[src/rtl/io_bus_pkg.sv]
// Shared types and constants for the CPU data/IO bus sequencer.
package io_bus_pkg;

  typedef enum logic [2:0] {
    S_IDLE,
    S_D_ACC,
    S_P_ACC,
    S_ERR,
    S_DONE
  } bus_state_t;

  localparam logic [31:0] PERI_BASE_DEF = 32'hFFFF_F000;
  localparam logic [31:0] ERR_RDATA     = 32'h0000_0000;
  localparam int unsigned PERI_OFF_W    = 12;
  localparam int unsigned TMR_W         = 8;

  // Peripheral window match on the address bits above the 4 KiB offset.
  function automatic logic peri_hit(input logic [31:PERI_OFF_W] addr_hi,
                                    input logic [31:PERI_OFF_W] base_hi);
    return addr_hi == base_hi;
  endfunction

endpackage

[src/rtl/bus_wait_timer.sv]
// Clearable up-counter with terminal-count compare, used for DRAM latency and peripheral timeout.
module bus_wait_timer
  import io_bus_pkg::*;
#(
  parameter int unsigned W = TMR_W
) (
  input  logic         clk,
  input  logic         rst,
  input  logic         clr,
  input  logic         en,
  input  logic [W-1:0] tc,
  output logic         hit
);

  logic [W-1:0] count;

  always_ff @(posedge clk or posedge rst) begin
    if (rst) begin
      count <= '0;
    end else if (clr) begin
      count <= '0;
    end else if (en) begin
      count <= count + 1'b1;
    end
  end

  assign hit = en && (count == tc);

endmodule

[src/rtl/io_bus_ctrl.sv]
// Sequences CPU data/IO accesses onto DRAM or the peripheral bus, stalling the core while in flight.
module io_bus_ctrl
  import io_bus_pkg::*;
#(
  parameter int unsigned DRAM_LAT  = 1,
  parameter int unsigned TIMEOUT   = 15,
  parameter logic [31:0] PERI_BASE = PERI_BASE_DEF,
  parameter int unsigned DRAM_AW   = 14
) (
  input  logic               cpu_clk,
  input  logic               cpu_rst,
  input  logic               cpu_rd_e,
  input  logic               cpu_wr_e,
  input  logic [31:0]        cpu_addr,
  input  logic [31:0]        cpu_wdata,
  output logic [31:0]        cpu_rdata,
  output logic               cpu_stall,
  output logic               bus_err,
  output logic [DRAM_AW-1:0] dram_addr,
  output logic [31:0]        dram_wdata,
  output logic               dram_we,
  input  logic [31:0]        dram_rdata,
  output logic [11:0]        peri_addr,
  output logic [31:0]        peri_wdata,
  output logic               peri_re,
  output logic               peri_we,
  input  logic               peri_ack,
  input  logic [31:0]        peri_rdata
);

  localparam logic [TMR_W-1:0] DRAM_TC = TMR_W'(DRAM_LAT - 1);
  localparam logic [TMR_W-1:0] PERI_TC = TMR_W'(TIMEOUT - 1);

  bus_state_t       state;
  logic             req;
  logic             wr_q;
  logic [31:0]      wdata_q;
  logic             tmr_en;
  logic             tmr_clr;
  logic             tmr_hit;
  logic             leaving;
  logic [TMR_W-1:0] tmr_tc;

  assign req = cpu_rd_e | cpu_wr_e;

  assign cpu_stall = !cpu_rst &&
                     ((state == S_IDLE && req) || state == S_D_ACC ||
                      state == S_P_ACC || state == S_ERR);

  assign dram_wdata = wdata_q;
  assign peri_wdata = wdata_q;

  // Counter restarts at zero on every entry: it is held clear outside the
  // access states and cleared on the edge that leaves one.
  always_comb begin
    leaving = 1'b0;
    tmr_en  = 1'b0;
    tmr_tc  = PERI_TC;
    if (state == S_D_ACC) begin
      tmr_en  = 1'b1;
      tmr_tc  = DRAM_TC;
      leaving = wr_q | tmr_hit;
    end else if (state == S_P_ACC) begin
      tmr_en  = 1'b1;
      leaving = peri_ack | tmr_hit;
    end
  end

  assign tmr_clr = !tmr_en | leaving;

  bus_wait_timer #(.W(TMR_W)) u_timer (
    .clk (cpu_clk),
    .rst (cpu_rst),
    .clr (tmr_clr),
    .en  (tmr_en),
    .tc  (tmr_tc),
    .hit (tmr_hit)
  );

  always_ff @(posedge cpu_clk or posedge cpu_rst) begin
    if (cpu_rst) begin
      state     <= S_IDLE;
      wr_q      <= 1'b0;
      wdata_q   <= '0;
      dram_addr <= '0;
      peri_addr <= '0;
      cpu_rdata <= '0;
      bus_err   <= 1'b0;
      dram_we   <= 1'b0;
      peri_re   <= 1'b0;
      peri_we   <= 1'b0;
    end else begin
      case (state)
        S_IDLE: begin
          if (req) begin
            wr_q      <= cpu_wr_e;
            wdata_q   <= cpu_wdata;
            dram_addr <= cpu_addr[DRAM_AW+1:2];
            peri_addr <= cpu_addr[11:0];
            if (cpu_addr[1:0] != 2'b00) begin
              state <= S_ERR;
            end else if (peri_hit(cpu_addr[31:PERI_OFF_W], PERI_BASE[31:PERI_OFF_W])) begin
              state   <= S_P_ACC;
              peri_we <= cpu_wr_e;
              peri_re <= !cpu_wr_e;
            end else begin
              state   <= S_D_ACC;
              dram_we <= cpu_wr_e;
            end
          end
        end
        S_D_ACC: begin
          if (wr_q) begin
            dram_we <= 1'b0;
            state   <= S_DONE;
          end else if (tmr_hit) begin
            cpu_rdata <= dram_rdata;
            state     <= S_DONE;
          end
        end
        S_P_ACC: begin
          // An ack arriving on the terminal count still completes normally.
          if (peri_ack) begin
            if (!wr_q) cpu_rdata <= peri_rdata;
            peri_re <= 1'b0;
            peri_we <= 1'b0;
            state   <= S_DONE;
          end else if (tmr_hit) begin
            peri_re <= 1'b0;
            peri_we <= 1'b0;
            state   <= S_ERR;
          end
        end
        S_ERR: begin
          bus_err <= 1'b1;
          if (!wr_q) cpu_rdata <= ERR_RDATA;
          state <= S_DONE;
        end
        S_DONE: begin
          state <= S_IDLE;
        end
        default: begin
          state <= S_IDLE;
        end
      endcase
    end
  end

endmodule

[config.mk]
export PLATFORM = sky130hd
export DESIGN_NAME = io_bus_ctrl
export DESIGN_NICKNAME = d
export VERILOG_FILES = /design/src/rtl/io_bus_pkg.sv /design/src/rtl/bus_wait_timer.sv /design/src/rtl/io_bus_ctrl.sv
export SDC_FILE = /design/constraint.sdc
export NUM_CORES = 1
export LEC_CHECK = 0
export BUFFER_PORTS_ARGS = -buffer_cell sky130_fd_sc_hd__buf_2
export CORE_ASPECT_RATIO = 1.25
export CORE_MARGIN = 4
export CORE_UTILIZATION = 41
export DETAILED_ROUTE_END_ITERATION = 16
export PLACE_DENSITY = 0.77
export SLEW_MARGIN = 40
export SYNTH_ARGS = -nofsm -noshare
export SYNTH_HDL_FRONTEND = slang
export SYNTH_SLANG_ARGS = --single-unit
export TNS_END_PERCENT = 5
[constraint.sdc]
create_clock -name cpu_clk -period 2.42 [get_ports cpu_clk]
set_input_delay 0.121 -clock cpu_clk [delete_from_list [all_inputs] [get_ports cpu_clk]]
set_output_delay 0.121 -clock cpu_clk [all_outputs]
set_load 0.01 [all_outputs]
==> Yosys cells after proc, flatten, opt, wreduce, memory -nomap -nowiden <==
Index checks and enable logic that the tools add are counted.
{ "totals": {"ff_bits": 106, "in_bits": 133, "output_inout_bits": 127, "wordCells": 89} }
{ "op_classes": {"addsub": 1, "n_eq_ne": 17, "mux": 36, "n_bitwise": 4, "n_reduce_logical": 20} }
{ "ops": {"columns": ["op", "n"], "rows": [
  ["32-bit 2-to-1 mux", 5],
  ["32-bit one-hot mux with 3 select lines", 1],
  ["20-bit equality test, second input constant", 1],
  ["2-bit inequality test, second input constant", 9],
  ["1-bit 2-to-1 mux", 16],
  ["8-bit 2-to-1 mux", 2],
  ["3-bit 2-to-1 mux", 5],
  ["3-bit one-hot mux with 4 select lines", 1],
  ["5-bit AND reduction", 2],
  ["8-bit by 1-bit adder with 8-bit output, second input constant", 1],
  ["8-bit by 4-bit equality test with 1-bit output", 1],
  ["2-bit nonzero test", 4],
  ["3-bit by 2-bit equality test with 1-bit output, second input constant", 2],
  ["3-bit inequality test, second input constant", 2],
  ["1-bit one-hot mux with 2 select lines", 3],
  ["6-bit AND reduction", 1],
  ["2-bit 2-to-1 mux", 2],
  ["4-bit 2-to-1 mux", 1],
  ["1-bit bitwise OR", 4],
  ["3-bit by 1-bit equality test with 1-bit output, second input constant", 1],
  ["1-bit logical AND", 3],
  ["1-bit logical NOT", 3],
  ["3-bit logical NOT", 1],
  ["1-bit logical OR", 3],
  ["4 further kinds", 4]
]} }

==> Longest topological paths before layout <==
Gate-level depths: netlist (run 1).
{ "depth": {"depth_word": 9, "mapped_depth": 8, "ltp_nobuf": 5} }

==> Cells and area by module <==
Synthesis (run 1) repeated with hierarchy kept, for this count alone.
{ "hier_totals": {"hier_cells": 542, "hier_area_um2": 4712.0} }
{ "by_module_without_submodules": {"columns": ["mod", "n_inst", "cells_each", "area_per_inst_um2", "seq_area_each_um2"], "rows": [
  ["io_bus_ctrl", 1, 491, 4234.1, 2202.1],
  ["bus_wait_timer", 1, 51, 478.0, 200.2]
]} }

==> Worst setup path after synthesis (run 1) <==
OpenSTA, ideal clock, no wires.
{ "synth_timing": {"path_type": "reg-to-reg", "startpoint": "register u_timer.count[0]", "endpoint": "register cpu_rdata[13]", "setup_ns": 0.119, "arrival_ns": 1.668, "required_ns": 2.301, "setup_slack_ns": 0.633, "stages_incl_launch_ff": 8, "path_buffers": 2, "synth_period_minus_slack_ns": 1.787, "cell_sequence": "dfrtp_1 -> nor4_2 -> o211ai_2 -> a2111o_1 -> buf_6 -> buf_4 -> nand2_1 -> o21ai_2"} }
{ "synth_between": {"elab_chain_len": 4} }
{ "synth_rtl": {"columns": ["element", "line_no", "rtl"], "rows": [
  ["start: declaration", "bus_wait_timer.sv:15", "logic [W-1:0] count;"],
  ["start signal: assignment", "bus_wait_timer.sv:23", "count <= count + 1'b1;"],
  ["8-bit by 4-bit equality test with 1-bit output", "bus_wait_timer.sv:27", "assign hit = en && (count == tc);"],
  ["1-bit logical AND", "bus_wait_timer.sv:27", null],
  ["2-bit inequality test (no source line)", null, null],
  ["6-bit AND reduction (no source line)", null, null],
  ["end signal: assignment", "io_bus_ctrl.sv:117", "cpu_rdata <= dram_rdata;"],
  ["end signal: assignment", "io_bus_ctrl.sv:124", "if (!wr_q) cpu_rdata <= peri_rdata;"],
  ["end: declaration", "io_bus_ctrl.sv:16", "output logic [31:0] cpu_rdata,"]
]} }
No other way between the ends.
A chain may end at the register's enable or synchronous reset.

==> Worst setup path in the final report (run 1) <==
{ "layout_timing": {"startpoint": "register u_timer.count[1]", "endpoint": "register cpu_rdata[0]"} }
Same word-level chain as after synthesis.

==> out/qor.yml, run 1 <==
run_status:
  run_status: "completed"
clocking:
  clock_path_buffers: 2
  maximum_level_of_the_cts_h_tree: 3
  path_clk_slew_ns: 0.07
  cts_num_sinks: 96
  numCtsBuffers: 9
  cts_tree: "built"
  clkLatencyLatePin_ns: 0.34
  clk_root_buffer_cell: "clkbuf_16"
  number_of_setup_buffers_added_after_cts: 0
critical_path:
  required_ns: 2.62
  type_of_element_capturing_the_critical_path: "register"
  worstSetupStartpointType: "register"
  startpoint_to_endpoint_class_of_the_critical_path: "register to register"
  cp.arrival_ns: 2.20
  timing.critical_path.fanout_max: 64
  cp_cell_sequence: "nor3_1, o211ai_2, a2111o_2, buf_12, nand2_1, o21ai_0"
  timing.critical_path.slowest_cell_delay_ns: 0.52
  cpMaxStageDelayCell: "a2111o_2"
global_routing:
  grt_antenna_before_repair: 0
  grt_first_pass_wirelength_um: 20200
  grt_max_degree: 65
  vias_in_the_first_global_route: 4054
  global_route.usage.total: 0.188
  overflow: 0
sta:
  fin_worst_skew_ns: 0.00795
  totalNegativeSetupSlack_ns: 0
  setup_viol: 0
  layout_worst_path_cycle_share: 0.826
  transition_at_the_pin_with_the_smallest_max_transition_slack_ns: 0.474
  grt_setup_unrepaired: "no"
  post-route-min-period_ns: 2.00
  maxSlewHeadroom: 0.684
  clock.fmax_mhz: 500
  fin_hold_ws_ns: 0.0140
  fin_ws_ns: 0.421
  finalHoldViolations: 0
  slew_violations: 0
floorplan:
  die_x_um: 104
  design.die.area_um2: 13400
  rows: 43
  die_y_um: 129
  num_io_pins: 260
  initial_core_util: 0.424
  fp.coreArea_um2: 11200
power_and_ir_drop:
  comb_power_share: 0.486
  power_leakage_nw: 3.02
  power_density_nw_per_um2: 1300
  power_report.internal_total_w: 0.00486
  switching_power_w: 0.00326
  vdd_drop_max_v: 0.000555
  power_frac_clock: 0.163
  switching_power_as_a_share_of_total_power: 0.402
  power_frac_seq: 0.351
route:
  drc_errors: 0
  wl_per_cell_um: 16.0
  finalWirelength_um: 12600
  routed.top_layer: "met4"
  drt-vias-per-instance: 5.07
  detail-route-antenna-nets: 0
  via_count: 3997
  initial_drt_markers: 113
  met2WireLength_um: 7040
  route.layer.met1.wl_um: 4610
  detail_route.first_pass.iterations: 4
  met3_length_um: 679
finish:
  finish.net_count: 783
  antenna_cells: 0
  final_layout_size_suffix_gt1_frac: 0.561
  final_core_util: 0.554
  syn2layout_area_growth_pct: 30.5
placed_design:
  place.detailed.hpwl_um: 10000
  routabilityCongestion: 0.886
  dp_slack_ns: 0.424
  portBuffers: 259
yosys:
  top_flip_flop_cell_by_instance_count_after_synthesis: "dfrtp_1"
  post_synthesis_area_per_instance_um2: 11.1
  synth.net_count: 564
  yosys_warnings: 0
  postSynthCellCount: 430
  synth-async-reset-ratio: 1.00
  sequential_to_total_area_share_from_yosys_stat: 0.504
  synth_enable_flop_cells: 0
  synth_seq_cells: 96
  netlist_area_um2: 4770
  synth.distinct_cells: 42
hold_path:
  timing.hold.worst.class: "input pin to register"
run:
  max-cap-violations: 0
-- final timing paths --
kind,cells past startpoint,slack (ns),to,start
min in group asynchronous,4,0.39,peri_re,cpu_rst
worst max register to register,6,0.42,cpu_rdata[0],u_timer.count[1]
max in group asynchronous,5,1.54,cpu_rdata[4],cpu_rst
worst max-delay path,6,0.42,cpu_rdata[0],u_timer.count[1]
worst min-delay path,2,0.01,dram_addr[6],cpu_addr[8]
worst min register to register,2,0.47,cpu_rdata[4],cpu_rdata[4]
-- synth_stat cells (all sizes together), types with 2 or more instances --
cell type,instances,area share
nor3b,33,0.052
o21a,4,0.0063
nand4,10,0.013
nand3,2,0.0021
xnor2,2,0.0037
nor3,6,0.0087
clkbuf,9,0.0071
inv,4,0.0031
or4,2,0.0031
nand2b,3,0.0039
buf,59,0.094
o211ai,4,0.0084
mux2,48,0.11
dfrtp,96,0.50
xor2,4,0.0073
o21ai,39,0.063
nor2,15,0.012
nor4,2,0.0039
a21oi,33,0.035
nand2,40,0.031
-- cells by family after synthesis --
kind of cell	share of synthesized area
simple gates	0.137
flops	0.504
compound gates	0.126
buf+inv	0.104
mux	0.115
xor+xnor	0.0110
fa+ha+maj	0.00262
-- layer usage --
layer | vias to the layer above | track usage
met5 | - | 0
met4 | 0 | 0.0931
met3 | 23 | 0.0351
met2 | 151 | 0.351
met1 | 1904 | 0.203
li1 | 1919 | -
-- cell usage in the layout, fill, tap and decap left out, types with 2 or more instances in the layout --
cell type | netlist | layout
a21oi_1 | 33 | 33
nor3_1 | 5 | 5
o21a_1 | 4 | 3
xor2_1 | 4 | 4
buf_12 | 0 | 3
clkinvlp_4 | 0 | 5
buf_2 | 6 | 259
nand3_1 | 2 | 2
or4_1 | 2 | 2
o211ai_1 | 2 | 2
dfrtp_1 | 96 | 96
o21ai_0 | 11 | 11
xnor2_1 | 2 | 2
nand2b_1 | 3 | 3
clkbuf_16 | 0 | 9
clkbuf_1 | 9 | 2
o211ai_2 | 2 | 2
mux2_2 | 48 | 48
buf_4 | 46 | 6
nand2_1 | 40 | 39
dlygate4sd3_1 | 0 | 8
nor2_1 | 15 | 15
nor3b_1 | 33 | 33
inv_1 | 4 | 3
nand4_1 | 10 | 10
o21ai_2 | 28 | 28
-- registers in the layout, summed over array words and instances, names as in the netlist --
| register | cells |
|---|---|
| bus_err | 1 |
| cpu_rdata | 32 |
| dram_addr | 14 |
| dram_wdata | 32 |
| dram_we | 1 |
| peri_addr | 2 |
| peri_re | 1 |
| peri_we | 1 |
| state | 3 |
| u_timer.count | 8 |
| wr_q | 1 |
-- repair_timing --
item | in CTS | in global routing
hold buffers | 7 | 1
hold endpoints to repair | 44 | 1
resized for setup | 0 | 0
-- critical path: cells and delay by family (launching register included) --
family / cells / cell delay, ns
AOI/OAI and AO/OA: 3 / 0.76
buffers and inverters: 1 / 0.22
DFF: 1 / 0.43
and+or+nand+nor: 2 / 0.44
-- power groups by stage --
stage / clock (W) / sequential (W) / combinational (W)
4_1_cts: 0.00136 / 0.00286 / 0.00401
3_5_place_dp: 0 / 0.00288 / 0.00400
2_1_floorplan: 0 / 0.00310 / 0.00271
6_report: 0.00132 / 0.00285 / 0.00395
3_3_place_gp: 0 / 0.00281 / 0.00389
5_1_grt: 0.00142 / 0.00297 / 0.00430
-- area by class of cell --
cell class,count,area [um2]
flip-flops and latches,96,2400
clock buffers,12,246
multi-input cells,262,1880
inverters,4,18.8
well taps,135,169
fillers,983,5020
repair buffers,276,1480
clock inverters,4,30.0
-- stage by stage --
step                cells  instance area, um2  total power [W]
floorplan             430                4770          0.00581
global route          789                6220          0.00869
global placement      764                5850          0.00670
detailed placement    764                5850          0.00688
finish                789                6220          0.00812
CTS                   787                6190          0.00822
(Power assumes the default switching activity.)
==> run 2: changes to the inputs <==
- CORE_UTILIZATION: 41 -> 45
- PLACE_DENSITY: 0.77 -> 0.81
- clock period: 2.42 -> 2.1 ns (I/O delays scaled with it)
==> out/qor.yml, run 2 (synthesis gave the netlist of run 1 again) <==
global_routing:
  overflow: 0  # unchanged
  grt_max_degree: 65  # unchanged
  grt_first_pass_wirelength_um: 20400  # +1.0%
  grt_antenna_before_repair: 0  # unchanged
  vias_in_the_first_global_route: 4176  # +3.0%
  global_route.usage.total: 0.210  # +0.0220
critical_path:
  timing.critical_path.slowest_cell_delay_ns: 0.52  # about the same
  reg2reg_setup_slack_ns: 0.12  # -0.30 ns
  timing.critical_path.fanout_max: 64  # unchanged
  worstSetupStartpointType: "register"
  ff2ff_path_depth: 6  # unchanged
  cp.arrival_ns: 2.19  # about the same
  type_of_element_capturing_the_critical_path: "register"
  cp_cell_sequence: "nor4_4, o211ai_2, a2111o_2, buf_12, nand2_1, o21ai_2"
  required_ns: 2.31  # -0.31 ns
  cpMaxStageDelayCell: "a2111o_2"
  startpoint_to_endpoint_class_of_the_critical_path: "register to register"
run:
  max-cap-violations: 0  # unchanged
sta:
  layout_worst_path_cycle_share: 0.943  # +0.117
  fin_worst_skew_ns: 0.00449  # -0.00346 ns
  totalNegativeSetupSlack_ns: 0  # unchanged
  slew_violations: 0  # unchanged
  transition_at_the_pin_with_the_smallest_max_transition_slack_ns: 0.514  # +0.0404 ns
  post-route-min-period_ns: 1.98  # -0.0177 ns
  finalHoldViolations: 0  # unchanged
  maxSlewHeadroom: 0.657  # -0.0276
  setup_viol: 0  # unchanged
  clock.fmax_mhz: 505  # +0.90%
  fin_ws_ns: 0.119  # -0.302 ns
  grt_setup_unrepaired: "no"
floorplan:
  rows: 41  # -4.7%
  design.die.area_um2: 12300  # -8.3%
  die_x_um: 100  # -4.2%
  num_io_pins: 260  # unchanged
  fp.coreArea_um2: 10200  # -9.2%
  die_y_um: 123  # -4.3%
  initial_core_util: 0.467  # +0.0430
finish:
  antenna_cells: 0  # unchanged
  final_layout_size_suffix_gt1_frac: 0.546  # -0.0148
  syn2layout_area_growth_pct: 36.3
  mostFrequentLayoutCells: "buf_2, dfrtp_1, mux2_2"
  layout_commonest_cell: "buf_2"
  finish.net_count: 809  # +3.3%
route:
  via_count: 4151  # +3.9%
  drt-vias-per-instance: 5.14  # +1.4%
  route.layer.met1.wl_um: 4780  # +3.6%
  wl_per_cell_um: 16.2  # +1.3%
  met3_length_um: 881  # +30%
  detail_route.first_pass.iterations: 4  # unchanged
  drc_errors: 0  # unchanged
  initial_drt_markers: 135  # +19%
  routed.top_layer: "met4"
  met2WireLength_um: 7080  # +0.65%
  detail-route-antenna-nets: 0  # unchanged
  finalWirelength_um: 13100  # +3.7%
placed_design:
  routabilityCongestion: 0.851  # -3.9%
  place.detailed.hpwl_um: 9980  # -0.39%
  dp_slack_ns: 0.0828  # -0.341 ns
  portBuffers: 259  # unchanged
power_and_ir_drop:
  power_density_nw_per_um2: 1480  # +14%
  vdd_drop_max_v: 0.000698  # +26%
  power_leakage_nw: 3.16  # +4.8%
hold_path:
  timing.hold.worst_path_depth: 2  # unchanged
  timing.hold.worst.class: "input pin to register"
clocking:
  clk_root_buffer_cell: "clkbuf_16"
  clkLatencyLatePin_ns: 0.33  # about the same
  numCtsBuffers: 9  # unchanged
  maximum_level_of_the_cts_h_tree: 3  # unchanged
  cts_num_sinks: 96  # unchanged
  clock_path_buffers: 2  # unchanged
  path_clk_slew_ns: 0.06  # about the same
  cts_tree: "built"
run_status:
  run_status: "completed"
==> run 2: path summary, 6_finish.rpt <==
kind                             startpoint             end
max                        u_timer.count[0]    cpu_rdata[3]
min                           cpu_wdata[14]  dram_wdata[14]
max reg2reg                u_timer.count[0]    cpu_rdata[3]
min reg2reg                         bus_err         bus_err
max in group asynchronous           cpu_rst    cpu_rdata[8]
min in group asynchronous           cpu_rst            wr_q
==> run 2: per-layer routing <==
| metal | vias to the layer above | track usage |
|---|---|---|
| li1 | 1973 | - |
| met1 | 1968 | 0.234 |
| met2 | 177 | 0.390 |
| met3 | 33 | 0.0333 |
| met4 | 0 | 0.0944 |
| met5 | - | 0 |
==> run 2: layout make-up <==
| cell class | count | area [um2] |
|---|---|---|
| fillers | 812 | 3710 |
| flip-flops and latches | 96 | 2400 |
| multi-input cells | 262 | 1890 |
| repair buffers | 302 | 1740 |
| clock buffers | 11 | 243 |
| well taps | 129 | 161 |
| clock inverters | 4 | 45.0 |
| inverters | 4 | 18.8 |
==> run 2: timing repair <==
action,in CTS,in global routing
endpoints found under the hold margin,50,0
setup endpoints to repair,0,32
hold buffers,30,0
gates resized for setup,0,1
setup buffers,0,1
==> run 2: critical path, delay by kind of cell (launching register included) <==
family / cells / cell delay (ns)
buf+inv: 1 / 0.21
compound gates: 3 / 0.73
flops: 1 / 0.45
simple gates: 2 / 0.43
==> run 2: power breakdown <==
part           leakage (nW)  internal, W  switching (W)
Clock                 0.145     0.000942       0.000634
Combinational          1.85      0.00218        0.00261
Sequential             1.17      0.00270       0.000572
Total                  3.16      0.00582        0.00381
==> run 2: stage by stage <==
stage	cells	utilization	hold slack (ns)	power [W]	cell area (um2)
CTS	807	0.635	0.000868	0.00968	6480
global placement	762	0.578	0.176	0.00780	5900
global route	808	0.637	0.0113	0.0103	6500
detailed placement	762	0.578	0.182	0.00802	5900
finish	808	0.637	0.0135	0.00963	6500
floorplan	430	-	0.245	0.00670	4770
